`src/rtl/load_store_unit.sv`:
```
// Load/store unit between the execute stage and a single-port word memory.
// Sub-word stores use read-modify-write because the memory has no byte enables.
module load_store_unit #(
  parameter int unsigned ADDR_WIDTH = 32,
  parameter int unsigned DATA_WIDTH = 32,
  parameter int unsigned WORDS_LOG2 = 6
) (
  input  logic                  CLK,
  input  logic                  RST_N,
  input  logic                  REQ_VALID,
  output logic                  REQ_READY,
  input  logic                  REQ_STORE,
  input  logic [2:0]            REQ_FUNCT3,
  input  logic [ADDR_WIDTH-1:0] REQ_ADDR,
  input  logic [DATA_WIDTH-1:0] REQ_WDATA,
  output logic                  RSP_VALID,
  input  logic                  RSP_READY,
  output logic [DATA_WIDTH-1:0] RSP_DATA,
  output logic                  RSP_ERR,
  output logic                  MEM_CS,
  output logic                  MEM_RE,
  output logic [ADDR_WIDTH-1:0] MEM_ADDR,
  output logic [DATA_WIDTH-1:0] MEM_WDATA,
  input  logic [DATA_WIDTH-1:0] MEM_RDATA
);

  localparam int unsigned LA = WORDS_LOG2 + 2;
  localparam logic [DATA_WIDTH-1:0] BYTE_MASK = {{(DATA_WIDTH-8){1'b0}}, 8'hFF};
  localparam logic [DATA_WIDTH-1:0] HALF_MASK = {{(DATA_WIDTH-16){1'b0}}, 16'hFFFF};

  typedef enum logic [2:0] {
    IDLE, LD_ISSUE, LD_CAP, ST_ISSUE, RMW_RD, RMW_MERGE, RMW_WR, RESP
  } state_t;

  state_t                state, state_nxt;
  logic [2:0]            f3_q;
  logic [LA-1:0]         addr_q;
  logic [DATA_WIDTH-1:0] wdata_q;
  logic [DATA_WIDTH-1:0] merge_q;
  logic [DATA_WIDTH-1:0] rsp_data_q;
  logic                  rsp_err_q;

  logic                  f3_legal;
  logic                  misaligned;
  logic                  out_of_range;
  logic                  req_err;

  always_comb begin
    f3_legal = 1'b0;
    if (REQ_STORE) begin
      case (REQ_FUNCT3)
        3'b000, 3'b001, 3'b010: f3_legal = 1'b1;
        default:                f3_legal = 1'b0;
      endcase
    end else begin
      case (REQ_FUNCT3)
        3'b000, 3'b001, 3'b010, 3'b100, 3'b101: f3_legal = 1'b1;
        default:                                f3_legal = 1'b0;
      endcase
    end
    misaligned   = ((REQ_FUNCT3[1:0] == 2'b01) && REQ_ADDR[0]) ||
                   ((REQ_FUNCT3[1:0] == 2'b10) && (REQ_ADDR[1:0] != 2'b00));
    out_of_range = |REQ_ADDR[ADDR_WIDTH-1:LA];
    req_err      = !f3_legal || misaligned || out_of_range;
  end

  // Little-endian lane select: shift the addressed byte/half down to bit 0.
  logic [4:0]            shamt;
  logic [DATA_WIDTH-1:0] lane;
  logic [DATA_WIDTH-1:0] load_val;
  logic [DATA_WIDTH-1:0] lane_mask;
  logic [DATA_WIDTH-1:0] merged;

  assign shamt = {addr_q[1:0], 3'b000};

  always_comb begin
    lane = MEM_RDATA >> shamt;
    case (f3_q)
      3'b000:  load_val = {{(DATA_WIDTH-8){lane[7]}}, lane[7:0]};
      3'b001:  load_val = {{(DATA_WIDTH-16){lane[15]}}, lane[15:0]};
      3'b100:  load_val = {{(DATA_WIDTH-8){1'b0}}, lane[7:0]};
      3'b101:  load_val = {{(DATA_WIDTH-16){1'b0}}, lane[15:0]};
      default: load_val = lane;
    endcase
    lane_mask = (f3_q[0] ? HALF_MASK : BYTE_MASK) << shamt;
    merged    = (MEM_RDATA & ~lane_mask) | ((wdata_q << shamt) & lane_mask);
  end

  always_ff @(posedge CLK) begin
    if (!RST_N) begin
      state      <= IDLE;
      f3_q       <= '0;
      addr_q     <= '0;
      wdata_q    <= '0;
      merge_q    <= '0;
      rsp_data_q <= '0;
      rsp_err_q  <= 1'b0;
    end else begin
      state <= state_nxt;
      case (state)
        IDLE: begin
          if (REQ_VALID) begin
            f3_q       <= REQ_FUNCT3;
            addr_q     <= REQ_ADDR[LA-1:0];
            wdata_q    <= REQ_WDATA;
            rsp_data_q <= '0;
            rsp_err_q  <= req_err;
          end
        end
        LD_CAP:    rsp_data_q <= load_val;
        RMW_MERGE: merge_q    <= merged;
        default: ;
      endcase
    end
  end

  logic                  cs;
  logic [DATA_WIDTH-1:0] wsel;

  always_comb begin
    state_nxt = state;
    REQ_READY = 1'b0;
    cs        = 1'b0;
    MEM_RE    = 1'b1;
    wsel      = '0;
    case (state)
      IDLE: begin
        REQ_READY = 1'b1;
        if (REQ_VALID) begin
          if (req_err)                     state_nxt = RESP;
          else if (!REQ_STORE)             state_nxt = LD_ISSUE;
          else if (REQ_FUNCT3 == 3'b010)   state_nxt = ST_ISSUE;
          else                             state_nxt = RMW_RD;
        end
      end
      LD_ISSUE: begin
        cs        = 1'b1;
        state_nxt = LD_CAP;
      end
      LD_CAP:   state_nxt = RESP;
      ST_ISSUE: begin
        cs        = 1'b1;
        MEM_RE    = 1'b0;
        wsel      = wdata_q;
        state_nxt = RESP;
      end
      RMW_RD: begin
        cs        = 1'b1;
        state_nxt = RMW_MERGE;
      end
      RMW_MERGE: state_nxt = RMW_WR;
      RMW_WR: begin
        cs        = 1'b1;
        MEM_RE    = 1'b0;
        wsel      = merge_q;
        state_nxt = RESP;
      end
      RESP: begin
        if (RSP_READY) state_nxt = IDLE;
      end
      default: state_nxt = IDLE;
    endcase

    // Reset blocks memory access and acceptance before the state register clears.
    if (!RST_N) begin
      REQ_READY = 1'b0;
      cs        = 1'b0;
    end

    MEM_CS    = cs;
    MEM_ADDR  = '0;
    MEM_WDATA = '0;
    if (cs) begin
      MEM_ADDR[WORDS_LOG2-1:0] = addr_q[LA-1:2];
      MEM_WDATA                = wsel;
    end
  end

  assign RSP_VALID = (state == RESP);
  assign RSP_DATA  = rsp_data_q;
  assign RSP_ERR   = rsp_err_q;

endmodule

```
`config.mk`:
```
export PLATFORM = sky130hd
export DESIGN_NAME = load_store_unit
export DESIGN_NICKNAME = d
export VERILOG_FILES = /design/src/rtl/load_store_unit.sv
export SDC_FILE = /design/constraint.sdc
export NUM_CORES = 1
export LEC_CHECK = 0
export CELL_PAD_IN_SITES_DETAIL_PLACEMENT = 0
export CELL_PAD_IN_SITES_GLOBAL_PLACEMENT = 1
export CORE_MARGIN = 3
export CORE_UTILIZATION = 35
export CTS_CLUSTER_SIZE = 24
export DETAILED_ROUTE_END_ITERATION = 7
export GPL_ROUTABILITY_DRIVEN = 0
export GPL_TIMING_DRIVEN = 0
export PLACE_DENSITY = 0.82
export RECOVER_POWER = 25
export SYNTH_ARGS = -nofsm -noshare
export SYNTH_HDL_FRONTEND = slang
export SYNTH_SLANG_ARGS = --single-unit
```
`constraint.sdc`:
```
create_clock -name CLK -period 2.7 [get_ports CLK]
set_input_delay 0.27 -clock CLK [delete_from_list [all_inputs] [get_ports CLK]]
set_output_delay 0.27 -clock CLK [all_outputs]
set_load 0.02 [all_outputs]
```
* Word-level counts from Yosys, hierarchy flattened
Index checks and enable logic that the tools add are counted.
** Storage, ports and cells
- Bits in registers :: 111
- Bits of input ports :: 104
- Output and inout bits :: 101
- Logic and storage cells :: 73
** Cells by class
- Eq/ne operators :: 18
- Shifts and indexed selects :: 3
- Mux-type cells :: 21
- Bitwise operators :: 4
- Reductions and logical operators :: 20
** Operators with widths (number)
- $pmux 32 s2 :: 2
- $pmux 32 s4 :: 1
- $and 32x32->32 :: 2
- $mux 32 :: 2
- $not 32->32 :: 1
- $or 32x32->32 :: 1
- $shl 16x5->32 :: 1
- $shl 32x5->32 :: 1
- $shr 32x5->32 :: 1
- $eq 3x3->1 const B :: 8
- $reduce_or 24->1 :: 1
- $pmux 3 s6 :: 1
- $mux 16 :: 1
- $mux 3 :: 5
- $eq 3x1->1 const B :: 3
- $eq 3x2->1 const B :: 3
- $logic_not 3->1 :: 3
- $mux 1 :: 8
- $mux 6 :: 1
- $reduce_and 2->1 :: 3
- $reduce_or 3->1 :: 2
- $reduce_or 5->1 :: 1
- $reduce_bool 2->1 :: 2
- $reduce_or 4->1 :: 1
- 8 further kinds :: 11

* Longest topological paths before layout
Gate-level depths: netlist of run 1.
- Word-level depth :: 10
- Gate-level depth with buffers :: 7
- Depth with buffers taken out :: 4

* Least setup slack after synthesis of run 1
OpenSTA, ideal clock, no wires.
- Path type :: register to output
- From :: register state[0]
- To :: output MEM_WDATA[10]
- Data arrival time :: 1.627 ns
- Required time :: 2.430 ns
- Path slack :: 0.803 ns
- Cell stages (with the launch flop) :: 7
- Buffers on the path :: 2
- Path through :: dfxtp_1 > buf_4 > xor2_2 > and2_1 > nand2_2 > buf_2 > nor2_1
** Between the ends
- Word-level cells in the longest chain between the ends :: 5
- Elaborated cells between the ends (all ways) :: 9
- Those cells by class :: 4 x eq/ne; 4 x mux; 1 x reduce/logical
** Ends and longest elaborated chain
- from (decl) :: line 35 : state_t state, state_nxt;
- from (signal assigned) :: line 99 : state <= state_nxt;
- $eq 3x3->1, or another cell as far along :: line 126 : case (state)
- $reduce_or 4->1 (no source line) (*)
- $mux 1 (*) :: line 126
- $mux 1 (*) :: line 165 : if (!RST_N) begin
- via MEM_CS :: line 20 : output logic MEM_CS,
- $mux 32 (*) :: line 173 : if (cs) begin
- to (decl) :: line 23 : output logic [DATA_WIDTH-1:0] MEM_WDATA,
Mark *: on every way through the listed nets, which the timed path passes. The rest lies on a longest branch.

* Worst setup path in the final report of run 1
- From :: register state[0]
- To :: output MEM_WDATA[21]
** Between the ends
- Word-level cells in the longest chain between the ends :: 5
- Elaborated cells between the ends (all ways) :: 9
- Those cells by class :: 4 x eq/ne; 4 x mux; 1 x reduce/logical
** Ends and longest elaborated chain (line)
- $eq 3x3->1, or another cell as far along :: 126
- $reduce_or 4->1 (no source line)
- $mux 1 :: 126
- $mux 1 :: 165
- $mux 32 (*) :: 173
Mark *: on every way between the ends. The rest lies on a longest branch, timed or not.

==> results of run 1 <==
## tightest hold or removal path, delay by kind of cell
kind | cells | cell delay (ns)
compound gates | 1 | 0.05
buf+inv | 1 | 0.39
simple gates | 1 | 0.05
## through the flow
stage / cell area (sq um) / util (%) / power [mW] / cells
2_1_floorplan: 5950 / - / 3.68 / 742
3_3_place_gp: 8000 / 49.7 / 4.60 / 1136
3_5_place_dp: 8000 / 49.7 / 4.61 / 1136
4_1_cts: 8280 / 51.4 / 6.01 / 1150
5_1_grt: 8270 / 51.3 / 6.28 / 1150
6_report: 8270 / 51.3 / 5.96 / 1150
## where the power goes
group / total (mW) / switching [mW] / internal [mW]
Combinational: 2.39 / 1.41 / 0.972
Sequential: 2.18 / 0.229 / 1.95
Clock: 1.40 / 0.625 / 0.773
## flip-flops by register name, indices dropped and copies added (netlist names)
| register | cells |
|---|---|
| RSP_DATA | 32 |
| merge_q | 32 |
| wdata_q | 32 |
| addr_q | 8 |
| f3_q | 3 |
| state | 3 |
| RSP_ERR | 1 |
## cells in the mapped netlist (all sizes together)
library cell / instances
nand2: 139
dfxtp: 111
a21oi: 83
buf: 73
a22oi: 56
nor2: 56
clkbuf: 22
mux2i: 17
o21ai: 17
o21bai: 17
o211ai: 16
nor3: 11
a311oi: 9
mux4: 9
a221oi: 8
mux2: 8
o2bb2ai: 8
and3: 7
nand3: 6
nor4: 6
nor2b: 5
and2: 3
and3b: 3
a31oi: 2
inv: 2
nand2b: 2
nor3b: 2
o21a: 2
or2: 2
a211o: 1
a21bo: 1
a221o: 1
a41oi: 1
conb: 1
nand3b: 1
nand4: 1
nor4b: 1
o211a: 1
o21ba: 1
o22ai: 1
o31a: 1
o32a: 1
xnor2: 1
xor2: 1
## cells by family after synthesis
| kind of cell | after synthesis | synth area share (%) |
|---|---|---|
| and+or+nand+nor | 245 | 18.2 |
| buffers and inverters | 97 | 9.89 |
| muxes | 34 | 7.91 |
| other | 1 | 0.0640 |
| xor gates and xnor gates | 2 | 0.427 |
| AOI/OAI and AO/OA | 227 | 25.6 |
| DFF | 111 | 37.9 |
## layout make-up
type	instances	area share, %
Multi-Input combinational cell	534	38.2
Clock inverter	4	0.650
Timing Repair Buffer	178	21.1
Tap cell	216	3.27
Clock buffer	12	3.10
Sequential cell	111	26.9
Buffer	93	6.76
Inverter	2	0.0908
## repair_timing
item | 4_1_cts | 5_1_grt
setup buffers | 0 | 0
endpoints found under the setup margin | 31 | 7
gates resized for setup | 32 | 9
hold endpoints to repair | 0 | 0
## layer usage
layer,global-route usage [%],part of all wire (%),vias up
met3,4.42,9.0,22
met4,6.72,1.5,0
li1,-,-,2938
met5,0,0,-
met1,30.9,43,2710
met2,36.1,46,264
## path summary, 6_finish.rpt
check	to	slack [ns]	cells after the start
setup / recovery	MEM_WDATA[21]	0.13	7
hold / removal	wdata_q[21]	0.44	3
hold reg to reg	addr_q[3]	0.45	2
setup reg to reg	state[2]	0.47	5
==> flow_metrics.tcl, run 1 <==
set metrics [dict create \
    outcome "completed" \
    syn_area_sq_mm 0.00586 \
    grt_usage_pct 22.5 \
    drv_cap 0 \
    critPathLaunch "state[0]" \
    fin_nets 1033 \
    hp-class "input pin to flop" \
    r2r-start "state[0]" \
    final_common_cell "nand2_1" \
    final.setup.tns_ns 0 \
    critPathMaxStageDelay_ns 0.39 \
    insertion_delay_ns 0.37 \
    layout-drive-gt1-share_pct 12.0 \
    wl_mm 21.3 \
    grt_max_degree 18 \
    arrival_ns 2.30 \
    htreeDepth 3 \
    skew_ns 0.0112 \
    synth_top_area_share_pct 37.9 \
    hpwl_mm 16.4 \
    pre_cts_ws_ns 0.105 \
    antenna_found_initial 0 \
    powerDensity_mw_per_mm2 721 \
    synth_cell_types 51 \
    setup_ws_ns 0.126 \
    avgSynthCellArea_sq_um 8.17 \
    die_area_sq_mm 0.0183 \
    drc 0 \
    synth_top_area_cell "dfxtp_1" \
    grt-ovfl-total 0 \
    drt_first_pass_iters 7 \
    ir_worst_vdd_mv 0.330 \
    numCtsBuffers 9 \
    drtAntennaViolNets 0 \
    slew_headroom_pct 51.0 \
    hold_start "REQ_WDATA[21]" \
    antenna_cells 0 \
    p_leak_nw 3.18 \
    setup_viol 0 \
    wire_per_inst_microns 18.5 \
    period_minus_slack_ns 2.57 \
    io_pins 205 \
    grt_pass1_wl_mm 31.9 \
    yosysSeqAreaShare_pct 37.9 \
    core_sq_mm 0.0161 \
    whs_ns 0.444 \
    vias 5934 \
    cts_buffer_depth 2 \
    rsz0062_at_grt "no" \
    grt_pass1_vias 5601 \
    die_h_microns 135 \
    cts.clk_slew.worst_paths_ns 0.07 \
    path_delay_family "buffers and inverters" \
    cp.required_ns 2.43 \
    path_class "flop to output port" \
    vias_per_cell 5.16 \
    crit_fanout 10 \
    worstSetupStartpointType "flop" \
    worstMarginPinSlew_ns 0.736 \
    cts_hold_buffers 0 \
    drt_iter0_drc 617 \
    drv_slew 0 \
    fillers 1611 \
    slowest_stage "dfxtp_1" \
    cts-root-buf "clkbuf_16" \
    rows 46 \
    ys_warn_count 0 \
    layout_common_cells "nand2_1 (138), clkdlybuf4s50_1 (112), dfxtp_1 (111)" \
    port-buffer-count 178 \
    path_buf_inv 3 \
    dieWidth_microns 135 \
    cts.sinks 111 \
    area_growth_syn_to_layout_pct 41.3 \
    endpoint_kind "output port" \
    ys_ff_latch 111 \
    path_cells "buf_4 -> xor2_4 -> and2_1 -> nand2_2 -> buf_2 -> nor2_1 -> dlygate4sd2_1" \
    multiInputGateArea_sq_mm 0.00316 \
    fin_crit_sh_pct 95.3 \
    fmax_ghz 0.388 \
    yosys-top-cells-area "dfxtp_1 (38%), nand2_1 (8.8%), a22oi_1 (7.2%)" \
    regArea_sq_mm 0.00222 \
    start_util_pct 36.3 \
    finalHoldViolations 0 \
    synthCells 717 \
    cts_tree "done" \
]
No activity file was read; power rests on OpenSTA's default activity.
==> run 2, diff against run 1 <==
==> constraint.sdc (replaced) <==
create_clock -name CLK -period 2.7 [get_ports CLK]
set_input_delay 0.27 -clock CLK [delete_from_list [all_inputs] [get_ports CLK]]
set_output_delay 0.27 -clock CLK [all_outputs]
set_load 0.01 [all_outputs]
==> run 2 against run 1 <==
Cell area grew 0.92%. Fmax rose by 0.13%. Highest routed layer unchanged. Largest power group unchanged. Via count is 0.67% higher. Critical path type unchanged.
==> flow_metrics.tcl, run 2 (same netlist as run 1, synthesis figures left out) <==
set metrics [dict create \
    crit_fanout 10 \
    outcome "completed" \
    final_common_cell "clkdlybuf4s50_1" \
    die_h_microns 135 \
    port-buffer-count 178 \
    arrival_ns 2.30 \
    final_area_sq_mm 0.00835 \
    whs_ns 0.448 \
    dieWidth_microns 135 \
    insertion_delay_ns 0.36 \
    cts.clk_slew.worst_paths_ns 0.07 \
    worstSetupStartpointType "flop" \
    core_sq_mm 0.0161 \
    drt_first_pass_iters 5 \
    grt_max_degree 18 \
    swShare_pct 36.5 \
    grt_usage_pct 22.6 \
    ir_worst_vdd_mv 0.326 \
    skew_ns 0.00988 \
    antenna_cells 0 \
    area_growth_syn_to_layout_pct 42.6 \
    vias_per_cell 5.19 \
    cp.required_ns 2.43 \
    pwr-share-seq_pct 37.1 \
    cts.sinks 111 \
    worstMarginPinSlew_ns 0.724 \
    power.switching_mw 2.15 \
    path_class "flop to output port" \
    start_util_pct 36.3 \
    p_leak_nw 3.06 \
    htreeDepth 3 \
    fin_nets 1034 \
    final.setup.tns_ns 0 \
    wl_mm 21.4 \
    path_cells "buf_6 -> xor2_4 -> and2_1 -> nand2_2 -> buf_2 -> nor2_1 -> clkdlybuf4s50_1" \
    hp-class "input pin to flop" \
    vias 5974 \
    critPathMaxStageDelay_ns 0.56 \
    slowest_stage "clkdlybuf4s50_1" \
    fmax_ghz 0.389 \
    total_power_mw 5.89 \
    drv_slew 0 \
    endpoint_kind "output port" \
    period_minus_slack_ns 2.57 \
    drt_iter0_drc 635 \
    rsz0062_at_grt "no" \
    cts_buffer_depth 2 \
    cts_tree "done" \
    drv_cap 0 \
    dpl_cell_area_sq_mm 0.00800 \
    drc 0 \
    wire_per_inst_microns 18.6 \
    pwr-share-comb_pct 39.3 \
    cts_hold_buffers 0 \
    fin_crit_sh_pct 95.2 \
    numCtsBuffers 9 \
    grt_pass1_vias 5615 \
    grt-ovfl-total 0 \
    rows 46 \
    drtAntennaViolNets 0 \
    grt_pass1_wl_mm 32.0 \
    setup_viol 0 \
    die_area_sq_mm 0.0183 \
    finalHoldViolations 0 \
    io_pins 205 \
    pre_cts_ws_ns 0.172 \
    setup_ws_ns 0.129 \
    hpwl_mm 16.4 \
    cts-root-buf "clkbuf_16" \
    power.share.clock_pct 23.6 \
    antenna_found_initial 0 \
    fillers 1604 \
    slew_headroom_pct 51.1 \
    p_int_mw 3.74 \
    powerDensity_mw_per_mm2 706 \
    layout_common_cells "clkdlybuf4s50_1 (142), nand2_1 (138), dfxtp_1 (109)" \
    layout-drive-gt1-share_pct 12.4 \
]
run 2: cell type report:
type                       instances  area [sq um]  share of cell area (%)
clock buffer                      12           256                    3.07
sequential                       111          2220                    26.6
clock inverter                     4          53.8                   0.644
multi-input combinational        534          3150                    37.7
buffer                            93           591                    7.07
timing repair buffer             179          1790                    21.5
inverter                           2          7.51                  0.0899
tap                              216           270                    3.24
run 2: power by group through the flow:
| stage | Sequential, mW | Combinational (mW) | Clock (mW) |
|---|---|---|---|
| global route | 2.22 | 2.52 | 1.47 |
| floorplan | 2.19 | 1.37 | 0 |
| CTS | 2.18 | 2.33 | 1.41 |
| detailed placement | 2.21 | 2.28 | 0 |
| finish | 2.18 | 2.31 | 1.39 |
| global placement | 2.21 | 2.26 | 0 |
run 2: path summary, 6_finish.rpt:
path / startpoint / end / slack [ns] / cells after the start
setup reg to reg: state[0] / RSP_DATA[27] / 0.70 / 6
hold / removal: REQ_WDATA[21] / wdata_q[21] / 0.45 / 3
hold reg to reg: addr_q[3] / addr_q[3] / 0.45 / 2
setup / recovery: state[0] / MEM_WDATA[21] / 0.13 / 7
run 2: through the flow:
step,std cells,util [%]
2_1_floorplan,742,-
3_3_place_gp,1136,49.7
3_5_place_dp,1136,49.7
4_1_cts,1151,51.7
5_1_grt,1151,51.8
6_report,1151,51.8
run 2: per-layer routing:
metal	part of all wire [%]	wire, microns	global-route usage, %	vias to the layer above
li1	-	-	-	2939
met1	44	9450	31.0	2748
met2	46	9890	36.3	262
met3	7.9	1680	4.42	25
met4	1.6	351	6.55	0
met5	0	0	0	-
run 2: worst max-delay path: cells and delay by family (launching register included):
kind                   cells  cell delay, ns
AND/OR/NAND/NOR            3            0.48
buffers and inverters      3            0.94
flip-flops                 1            0.37
XOR/XNOR                   1            0.14
run 2: timing repair:
action	4_1_cts	5_1_grt
setup buffers	1	0
endpoints found under the setup margin	30	30
resized for setup	7	14
pin swaps	1	0
